==> config.mk <==
export PLATFORM = sky130hd
export DESIGN_NAME = jk_drive_sequencer
export DESIGN_NICKNAME = d
export VERILOG_FILES = /design/src/rtl/jk_drive_sequencer.sv
export SDC_FILE = /design/constraint.sdc
export NUM_CORES = 1
export LEC_CHECK = 0
export ABC_AREA = 0
export BUFFER_PORTS_ARGS = -buffer_cell sky130_fd_sc_hd__buf_2
export CORE_ASPECT_RATIO = 1.2
export CORE_MARGIN = 2
export CORE_UTILIZATION = 45
export DETAILED_ROUTE_END_ITERATION = 12
export MAX_ROUTING_LAYER = met4
export SETUP_SLACK_MARGIN = 0.4
export SLEW_MARGIN = 40
export SYNTH_ARGS = -nofsm -noshare
export SYNTH_HDL_FRONTEND = slang
export SYNTH_SLANG_ARGS = --single-unit
==> constraint.sdc <==
create_clock -name clk -period 3.7 [get_ports clk]
set_input_delay 0.185 -clock clk [delete_from_list [all_inputs] [get_ports clk]]
set_output_delay 0.185 -clock clk [all_outputs]
set_load 0.05 [all_outputs]
==> src/rtl/jk_drive_sequencer.sv <==
// jk_drive_sequencer
// Buffers {J,K} drive commands in a small FIFO and plays each one onto the
// J/K pins of a downstream JK flip-flop for cmd_count+1 cycles. Commands run
// back-to-back with no idle cycle between them. done pulses on the last
// drive cycle of every command.
//
// Optional feature: define JK_DRV_CHECK_EN to build an expected-Q model.
// The model compares against q_in and raises a sticky mismatch flag. Without
// the macro, q_in is ignored and mismatch is tied low.
//
// FIFO_DEPTH must be a power of two and at least 2, so that the pointers can
// wrap naturally.

module jk_drive_sequencer #(
    parameter int FIFO_DEPTH = 4
) (
    input  logic       clk,
    input  logic       reset,
    input  logic       cmd_valid,
    output logic       cmd_ready,
    input  logic [1:0] cmd_op,
    input  logic [3:0] cmd_count,
    output logic       J,
    output logic       K,
    output logic       busy,
    output logic       done,
    input  logic       q_in,
    output logic       mismatch
);

    localparam int AW = $clog2(FIFO_DEPTH);

    typedef enum logic {
        IDLE  = 1'b0,
        DRIVE = 1'b1
    } state_t;

    logic [1:0]    op_mem  [FIFO_DEPTH];
    logic [3:0]    cnt_mem [FIFO_DEPTH];
    logic [AW-1:0] wr_ptr;
    logic [AW-1:0] rd_ptr;
    logic [AW:0]   fill;

    state_t        state;
    logic [3:0]    remain;

    logic          fifo_empty;
    logic          push;
    logic          pop;
    logic          last_cycle;

    assign fifo_empty = (fill == '0);
    assign cmd_ready  = (fill != (AW+1)'(FIFO_DEPTH));
    assign push       = cmd_valid && cmd_ready;
    assign last_cycle = (state == DRIVE) && (remain == 4'd0);
    assign pop        = !fifo_empty && ((state == IDLE) || last_cycle);

    // Command storage; contents need no reset because the pointers define validity
    always_ff @(posedge clk) begin
        if (push) begin
            op_mem[wr_ptr]  <= cmd_op;
            cnt_mem[wr_ptr] <= cmd_count;
        end
    end

    // FIFO pointers and occupancy; simultaneous push and pop leave occupancy unchanged
    always_ff @(posedge clk or posedge reset) begin
        if (reset) begin
            wr_ptr <= '0;
            rd_ptr <= '0;
            fill   <= '0;
        end else begin
            if (push) begin
                wr_ptr <= wr_ptr + 1'b1;
            end
            if (pop) begin
                rd_ptr <= rd_ptr + 1'b1;
            end
            case ({push, pop})
                2'b10:   fill <= fill + 1'b1;
                2'b01:   fill <= fill - 1'b1;
                default: fill <= fill;
            endcase
        end
    end

    // Drive FSM: load on pop, count down in DRIVE, registered J/K/busy/done
    always_ff @(posedge clk or posedge reset) begin
        if (reset) begin
            state  <= IDLE;
            remain <= 4'd0;
            J      <= 1'b0;
            K      <= 1'b0;
            busy   <= 1'b0;
            done   <= 1'b0;
        end else if (pop) begin
            state  <= DRIVE;
            remain <= cnt_mem[rd_ptr];
            J      <= op_mem[rd_ptr][1];
            K      <= op_mem[rd_ptr][0];
            busy   <= 1'b1;
            done   <= (cnt_mem[rd_ptr] == 4'd0);
        end else if ((state == DRIVE) && (remain != 4'd0)) begin
            remain <= remain - 4'd1;
            done   <= (remain == 4'd1);
        end else if (last_cycle) begin
            state  <= IDLE;
            J      <= 1'b0;
            K      <= 1'b0;
            busy   <= 1'b0;
            done   <= 1'b0;
        end else begin
            done   <= 1'b0;
        end
    end

`ifdef JK_DRV_CHECK_EN
    logic exp_q;

    // Mirror the downstream flop from our own J/K and flag any divergence of q_in
    always_ff @(posedge clk or posedge reset) begin
        if (reset) begin
            exp_q    <= 1'b0;
            mismatch <= 1'b0;
        end else begin
            case ({J, K})
                2'b01:   exp_q <= 1'b0;
                2'b10:   exp_q <= 1'b1;
                2'b11:   exp_q <= ~exp_q;
                default: exp_q <= exp_q;
            endcase
            if (q_in != exp_q) begin
                mismatch <= 1'b1;
            end
        end
    end
`else
    logic unused_q_in;

    assign unused_q_in = q_in;
    assign mismatch    = 1'b0;
`endif

endmodule

* Word-level counts from Yosys, hierarchy flattened
Memory sizes are Yosys's and may differ from the RTL's.
Cells that the tools add are included.
** Operators by class
- Add/subtract/negate cells :: 5
- Equal/unequal tests :: 5
- Muxes and demuxes :: 12
- Bitwise logic cells :: 1
- Reduce and logical (&&, ||, !) cells :: 14
** Operators with widths (count)
- $mux W1 :: 9
- $logic_not A4 Y1 :: 2
- $mux W4 :: 2
- $pmux W3 S2 :: 1
- $reduce_bool A2 Y1 :: 3
- $add A2 B1 Y2 const B :: 2
- $eq A4 B1 Y1 const B :: 1
- $logic_and A1 B1 Y1 :: 4
- $reduce_bool A4 Y1 :: 1
- $sub A4 B1 Y4 const B :: 1
- $add A3 B1 Y3 const B :: 1
- $logic_not A3 Y1 :: 1
- $ne A3 B3 Y1 const B :: 1
- $sub A3 B1 Y3 const B :: 1
- $eq A2 B1 Y1 const B :: 1
- $eq A2 B2 Y1 const B :: 1
- $ne A2 B2 Y1 const B :: 1
- $reduce_and A2 Y1 :: 1
- $logic_not A1 Y1 :: 1
- $logic_or A1 B1 Y1 :: 1
- $not A1 Y1 :: 1
** Storage, ports and cells
- Flip-flop bits (word level) :: 15
- Memory bits (writable) :: 24
- Input port bits :: 10
- Output and inout port bits :: 6
- Word-level logic and storage cells :: 47
- Memories :: 2
** Memories
- cnt_mem :: depth 4, bits a word 4, rd ports 1, clocked after Yosys merged registers in 0, wr ports 1, line 39 : logic [3:0] cnt_mem [FIFO_DEPTH];
- op_mem :: depth 4, bits a word 2, rd ports 1, clocked after Yosys merged registers in 0, wr ports 1, line 38 : logic [1:0] op_mem [FIFO_DEPTH];

* Logic depth before layout (Yosys ltp)
Gate-level depths: netlist of run 1.
- Word-level depth :: 6
- Depth in mapped cells :: 9
- Depth with buffers taken out :: 9

* Worst setup path after synthesis of run 1
No wires, ideal clock.
- Path kind :: reg2reg
- From :: register remain[0]
- To :: register fill[1]
- Setup time :: 125 ps
- Arrival time :: 2146 ps
- Data required time :: 3575 ps
- Setup slack :: 1430 ps
- Stages on the path, launching flop included :: 8
- Path buffers :: 0
- Clock period less this slack :: 2270 ps
- Path through :: dfrtp_1 inv_1 ha_1 or3b_4 a21oi_2 ha_1 fa_1 mux2_2
** On the way
- Word-level cells in the longest chain between the ends :: 6
- Elaborated cells between the ends (all ways) :: 8
- Classes of those cells :: eq/ne: 2; mux: 1; reduce/logical: 5
** Ends and longest elaborated chain
- start, declared :: line 45 : logic [3:0] remain;
- start signal, assigned :: line 98 : remain <= cnt_mem[rd_ptr];
- start signal, assigned :: line 104 : remain <= remain - 4'd1;
- $logic_not A4 Y1 (*) :: line 55 : assign last_cycle = (state == DRIVE) && (remain == 4'd0);
- $logic_and A1 B1 Y1 (*) :: line 55
- $logic_or A1 B1 Y1 (*) :: line 56 : assign pop = !fifo_empty && ((state == IDLE) || last_cycle);
- $logic_and A1 B1 Y1 (*) :: line 56
- via pop :: line 49 : logic pop;
- $eq A2 B1 Y1 or $eq A2 B2 Y1 (tied branches) :: line 79 : case ({push, pop})
- $pmux W3 S2 or $reduce_bool A2 Y1 (tied branches)
- end signal, assigned :: line 80 : 2'b10: fill <= fill + 1'b1;
- end signal, assigned :: line 81 : 2'b01: fill <= fill - 1'b1;
- end signal, assigned :: line 82 : default: fill <= fill;
- end, declared :: line 42 : logic [AW:0] fill;
The timed path passes the listed nets; every way through them passes the cells marked *.
A chain may end at the register's enable or synchronous reset.

* Worst setup path in the final report of run 1
Ends and elaborated chain as after synthesis.

==> results.md, run 1 <==
* Worst slack, placed at about 1.2 ns
* Synth top area cells: edfxtp_1 42%, dfrtp_1 22%, mux4_2 7.9%, ha_1 5.1%, xnor2_1 2.6%
* Synth cell count leaders: 24 x edfxtp_1, 15 x dfrtp_1, 7 x ha_1, 7 x inv_1
* FP Rows at 24
* CTS tree: yes
* Max-slew headroom at 0.5793
* Final Util at 0.5296
* Synth Area per Inst at ~15 um^2
* P_leak at around 0.77 nW
* Vias at around 900
* Int Pwr at between 1 and 1.5 mW
* PD cells at roughly 800 mW/mm^2
* CP max FO at 6
* Clock Power Share at 0.215
* CP Cell Sequence: inv_1 > ha_1 > or3b_4 > a21oi_2 > ha_1 > fa_1 > mux2_2
* Sequential power share at 0.460
* CTS Buffer Depth at 2
* Gpl congestion at between 0.7 and 0.8
* Slew Viols, Final at 0
* IO Pins at 16
* WS Path Type: reg -> reg
* CP delay by family, top: adder cells
* Fin Setup TNS at 0 ns
* P&R area growth vs syn at 12.76%
* CTS Sinks at 39
* Drt wl/cell at 15.27 um
* Worst Setup End Kind: flop
* Slew @ Worst Pin at between 0.6 and 0.7 ns
* Final Hold Vio Count at 0
* RSZ-0062 raised after global routing: false
* Core Area at 0.003633 mm^2
* N_diodes at 0
* Yosys cell types at 32
* MaxCap Viol Count at 0
* Mapped cell area at 0.001707 mm^2
* CP Data Required Time at between 3 and 4 ns
* Post-route ant nets at 0
* Most common cell on crit path: ha_1
* Reg2reg start: remain[0]$_DFFE_PP0P_
* # resized after CTS at 0
* Max stage delay on crit path at roughly 0.43 ns
* # DRC at 0
* Clk Latency, worst-skew pair at roughly 0.28 ns
* Yosys warning count at 0
* Syn_nets at between 100 and 150
* Placement Cell Area at 0.001807 mm^2
* Worst endpoint data arrival time at between 2 and 3 ns
* Mapped Cells at around 110
* Gr usage total at 0.1623
* Post-Route WL at between 2000 and 3000 um
* Synth area leader: edfxtp_1
* Post-synth EDFFs at 24
* Synthesized flop and latch total at 39
* Setup violations, final at 0
* Type of the most critical hold path: in -> reg
* Sw frac at 0.3371
* Worst reg2reg setup slack at approximately 1.2 ns
* First-pass iteration count of the detailed router at 4
* Die height at approximately 70 um
* Slowest-stage cell, CP: fa_1
* Top-count cell post-synth: edfxtp_1
* Register area share after synthesis at 0.6422
* Top cell type's share of synthesized area at 0.4223
* Hold path startpoint: cmd_op[0]
* Vias in the first global route at slightly below 1,000
* Num CTS Buffers at 5
* Global-route wire length before repair at 4843 um
* Worst-path clk slew at 0.07 ns
* Die width at 60.22 um
* NumNets Final at around 150
* Starting DRT DRC Count at 45
* Design area at a little under 0.002 mm^2
* Pin count of the biggest net entering global routing at 16
* Worst setup margin at roughly 1.2 ns
* Layout cells sized above 1 at 0.2385
* Comb power frac at 0.325
* Outcome: completed
* Final worst-path cycle share at 0.6643
* FFs w/ async S/R, synth at 0.3846
* Crit path launch: remain[0]$_DFFE_PP0P_
* Worst VDD drop at ~0.36 mV
* Sw power at roughly 0.53 mW
* Routed vias/inst at about 5.0
* Global route total overflow at 0
* Port bufs at 13
* Hpwl dp at between 1500 and 2000 um
* Crit path time final at approximately 2.5 ns
* Initial antenna violation count at 0
* Die Area at 0.004303 mm^2
* Fmax at slightly above 400 MHz
* Clk_skew at 0.003744 ns
* Starting Density at 0.4697
* Startpoint types: flop
* Bufs and invs on worst path at 1
* # H-tree levels at 2
* Synth Flop Type: edfxtp_1
* Root Buffer: clkbuf_8
==> registers in the layout, indices dropped and copies added (netlist names) <==
signal / cells
op_mem: 8
J: 1
rd_ptr: 2
K: 1
remain: 4
wr_ptr: 2
state: 1
done: 1
cnt_mem: 16
fill: 3
==> path summary, 6_finish.rpt <==
| kind | to | cells after the start |
|---|---|---|
| worst max register to register | fill[1]$_DFFE_PP0P_ | 7 |
| worst min register to register | K$_DFFE_PP0P_ | 2 |
| min in group asynchronous | remain[2]$_DFFE_PP0P_ | 3 |
| worst max-delay path | fill[1]$_DFFE_PP0P_ | 7 |
| max in group asynchronous | wr_ptr[0]$_DFFE_PP0P_ | 3 |
| worst min-delay path | op_mem[0][0]$_DFFE_PP_ | 1 |
==> per-stage QoR <==
stage | power [mW] | hold WS [ns] | instances
finish | 1.558 | 0.1123 | 182
global route | 1.678 | 0.1093 | 182
global placement | 1.215 | 0.2687 | 173
detailed placement | 1.239 | 0.2786 | 173
floorplan | 1.124 | 0.08648 | 112
CTS | 1.582 | 0.1047 | 182
==> metal layers <==
layer / wire [um] / GRT usage
met1: 1203 / 0.2017
met2: 1454 / 0.2572
met3: 100 / 0.04332
met4: 21 / 0.05185
met5: 0 / -
==> power by group through the flow <==
stage	registers, mW	logic (mW)	clock network (mW)
after floorplan	0.714	0.410	0
after global placement	0.718	0.497	0
after detailed placement	0.729	0.510	0
after CTS	0.721	0.516	0.344
after global routing	0.737	0.576	0.365
final	0.717	0.507	0.334
==> cell usage in the layout (no fill, tap or decap), types with 2 or more instances in the layout <==
cell type  count
buf_2         13
a21oi_1        2
nor2_1         4
and3_1         4
xnor2_1        5
mux2_2         2
mux4_2         6
clkbuf_8       5
xor2_1         2
o21ai_0        2
inv_1          7
nand2_1        6
edfxtp_1      24
dfrtp_1       15
nor3_1         6
a211oi_1       2
ha_1           7
==> cells by family (layout without fill, tap and decap cells) <==
group	after synthesis	in the layout	share of synthesized area
adders and majority gates	8	8	0.06305
DFF	39	39	0.6422
xor gates and xnor gates	7	7	0.03592
AOI/OAI and AO/OA	10	10	0.04179
muxes	9	9	0.09824
buffers and inverters	11	29	0.03299
other	1	1	0.002197
and+or+nand+nor	27	27	0.08358
==> area by class of cell <==
type / instances / area [um^2]
fillers: 303 / 1709
flip-flops and latches: 39 / 1096
multi-input cells: 62 / 554.3
repair buffers: 14 / 75.07
clock buffers: 5 / 68.82
well taps: 52 / 65.06
clock inverters: 3 / 38.79
inverters: 7 / 26.28
==> repair_timing <==
action                                 in CTS  in global routing
endpoints found under the hold margin      15                  0
setup buffers                               0                  0
hold buffers                                1                  0
No activity file was read; power rests on OpenSTA's default activity.
==> inputs of run 2 (changes only) <==
Settings changed: ABC_AREA 0 to 1, PLACE_DENSITY set to 0.65.
Clock period 3.7 ns to 2.2 ns, I/O delays scaled along.
==> run 2 against run 1 <==
  * First-iteration DRC count grew 96%
  * Clock skew grew 0.0058 ns
  * Register-to-register slack got worse by 0.89 ns
  * Sequential share of layout area shrank 5.3 points
  * Clock power up 41%
  * Largest cell class unchanged
==> results.md, run 2 <==
* Final Hold Vio Count at 0
* Mux cell area share after synthesis at 0
* Global-route wire length before repair at about 5300 um
* Sequential power share at 0.411
* Startpoint types: flop
* Vias at 1,220
* Num CTS Buffers at 5
* Gpl congestion at 0.8364
* Setup violations, final at 0
* RSZ-0062 raised after global routing: true
* Synth Area in Adders at 0.05935
* Hpwl dp at around 2200 um
* Int Pwr at roughly 1.7 mW
* Routed vias/inst at around 4.8
* Final worst-path cycle share at 0.8385
* P_leak at between 0.9 and 1 nW
* Fin Setup TNS at 0 ns
* Initial antenna violation count at 0
* Fmax at about 540 MHz
* Yosys cell types at 27
* Slew Viols, Final at 0
* Die Area at ~0.0046 mm^2
* Starting DRT DRC Count at 88
* Clk Latency, worst-skew pair at between 0.2 and 0.3 ns
* FP Rows at 25
* Clock Power Share at 0.162
* Synth Flop Type: edfxtp_1
* NumNets Final at 217
* Worst-path clk slew at approximately 0.080 ns
* Mapped Cells at ~180
* Synth top area cells: edfxtp_1 40%, dfrtp_1 21%, nand2_1 7.0%, ha_1 4.8%, nor2_1 4.6%
* First-pass iteration count of the detailed router at 4
* Clk_skew at roughly 0.0095 ns
* Post-route ant nets at 0
* Starting Density at 0.4637
* Die width at roughly 62 um
* Biggest regs: cnt_mem x16, op_mem x8, remain x4
* CTS Buffer Depth at 2
* Sw power at 1.192 mW
* Root Buffer: clkbuf_8
* Most flops, register: cnt_mem
* Max-slew headroom at 0.5953
* N_diodes at 0
* Worst hold path depth at 1
* Top cell type's share of synthesized area at 0.3975
* Global route total overflow at 0
* Type of the most critical hold path: in -> reg
* CTS Sinks at 39
* Synthesized flop and latch total at 39
* Post-synthesis compound-gate area fraction at 0.05728
* # DRC at 0
* FFs w/ async S/R, synth at 0.3846
* CTS tree: yes
* Core Area at slightly below 0.004 mm^2
* Gr usage total at 0.1724
* Register area share after synthesis at 0.6046
* Max FFs per register at 16
* Top-count cell post-synth: nand2_1
* Vias in the first global route at 1,205
* Outcome: completed
* Synth Area per Inst at slightly above 10 um^2
* Final Util at 0.5434
* Worst endpoint data arrival time at just over 2 ns
* Worst Setup End Kind: flop
* CP Data Required Time at 2.37 ns
* Die height at between 70 and 80 um
* CP max FO at 3
* Yosys warning count at 0
* Post-Route WL at 3184 um
* WS Path Type: reg -> reg
* Port bufs at 13
* MaxCap Viol Count at 0
* P&R area growth vs syn at 17.18%
* Worst reg2reg setup slack at about 0.36 ns
* Drt wl/cell at roughly 13 um
* Cell count of the worst reg-to-reg path at 11
* Commonest non-fill, non-tap cell in the layout: nand2_1
* Crit path time final at 1.845 ns
* Mapped cell area at about 0.0018 mm^2
* # H-tree levels at 2
* Synth area leader: edfxtp_1
* Largest family of logic cells by synthesized area: simple AND/OR/NAND/NOR gates
* Most frequent cells in the layout: 33 x nand2_1, 24 x edfxtp_1, 21 x nor2_1
* Post-synth EDFFs at 24
* Synth cell count leaders: 34 x nand2_1, 24 x edfxtp_1, 22 x nor2_1
* Comb power frac at 0.427
* Sw frac at 0.4105
* XOR/XNOR Fraction of Synth Area at 0.02415
* IO Pins at 16
* Layout cells sized above 1 at 0.2700
* PD cells at around 1400 mW/mm^2
* Slew @ Worst Pin at 0.6049 ns
* Worst VDD drop at 0.6163 mV
* Pin count of the biggest net entering global routing at 17
* Syn_nets at 193
* Post-Synth Simple-Gate Area at 0.1781
## run 2: path summary, 6_finish.rpt
path	from	end
setup / recovery	remain[0]$_DFFE_PP0P_	fill[2]$_DFFE_PP0P_
hold / removal	cmd_op[0]	op_mem[2][0]$_DFFE_PP_
setup reg to reg	remain[0]$_DFFE_PP0P_	fill[2]$_DFFE_PP0P_
hold reg to reg	remain[1]$_DFFE_PP0P_	remain[1]$_DFFE_PP0P_
max in group asynchronous	reset	state$_DFFE_PP0P_
min in group asynchronous	reset	remain[3]$_DFFE_PP0P_
## run 2: final cells by class
type / count / area (um^2)
multi-input combinational: 108 / 644.4
fill: 352 / 1785
inverter: 23 / 91.34
tap: 54 / 67.56
timing repair buffer: 22 / 135.1
sequential: 39 / 1097
clock inverter: 3 / 20.02
clock buffer: 5 / 68.82
## run 2: power by group through the flow
stage	sequential, mW	clock, mW	combinational [mW]
final	1.19	0.470	1.24
after global routing	1.22	0.519	1.40
after CTS	1.19	0.484	1.19
after detailed placement	1.21	0	1.11
after global placement	1.19	0	1.06
after floorplan	1.21	0	0.894
## run 2: metrics by stage
stage | power [mW] | hold slack, ns | std cells | setup slack [ns] | area (um^2)
finish | 2.903 | 0.02432 | 254 | 0.3553 | 2125
global route | 3.141 | 0.01060 | 254 | 0.2668 | 2125
CTS | 2.869 | 0.01681 | 251 | 0.3431 | 2096
detailed placement | 2.313 | 0.2020 | 237 | 0.2936 | 1951
global placement | 2.251 | 0.1929 | 237 | 0.3254 | 1951
floorplan | 2.106 | 0.01141 | 175 | 0.4015 | 1864
## run 2: layer usage
metal / vias up / global-route usage / routed length, um
met5: - / - / 0
met4: 0 / 0.05674 / 55
met3: 6 / 0.05282 / 140
met2: 34 / 0.3032 / 1732
met1: 577 / 0.1769 / 1256
li1: 603 / - / -
## run 2: what timing repair did
item / 4_1_cts / 5_1_grt
gates resized for setup: 5 / 2
endpoints found under the hold margin: 15 / 0
pin swaps: 2 / 0
endpoints found under the setup margin: 2 / 2
hold buffers: 1 / 0
buffers inserted: 5 / 3
## run 2: critical path: stages (launching register included)
cell	delay (ns)
dfrtp_1	0.39
inv_2	0.07
ha_4	0.16
nand2_2	0.07
nand2_2	0.07
nand2_4	0.07
inv_4	0.05
ha_4	0.15
fa_2	0.36
a21oi_2	0.11
o21ai_1	0.09
xor2_1	0.14
## run 2: cells by family after synthesis
logic type	after synthesis
flip-flops	39
buffers and inverters	28
XOR/XNOR	5
AO/OA/AOI/OAI	19
AND/OR/NAND/NOR	75
adder cells (fa/ha/maj)	8
other	1
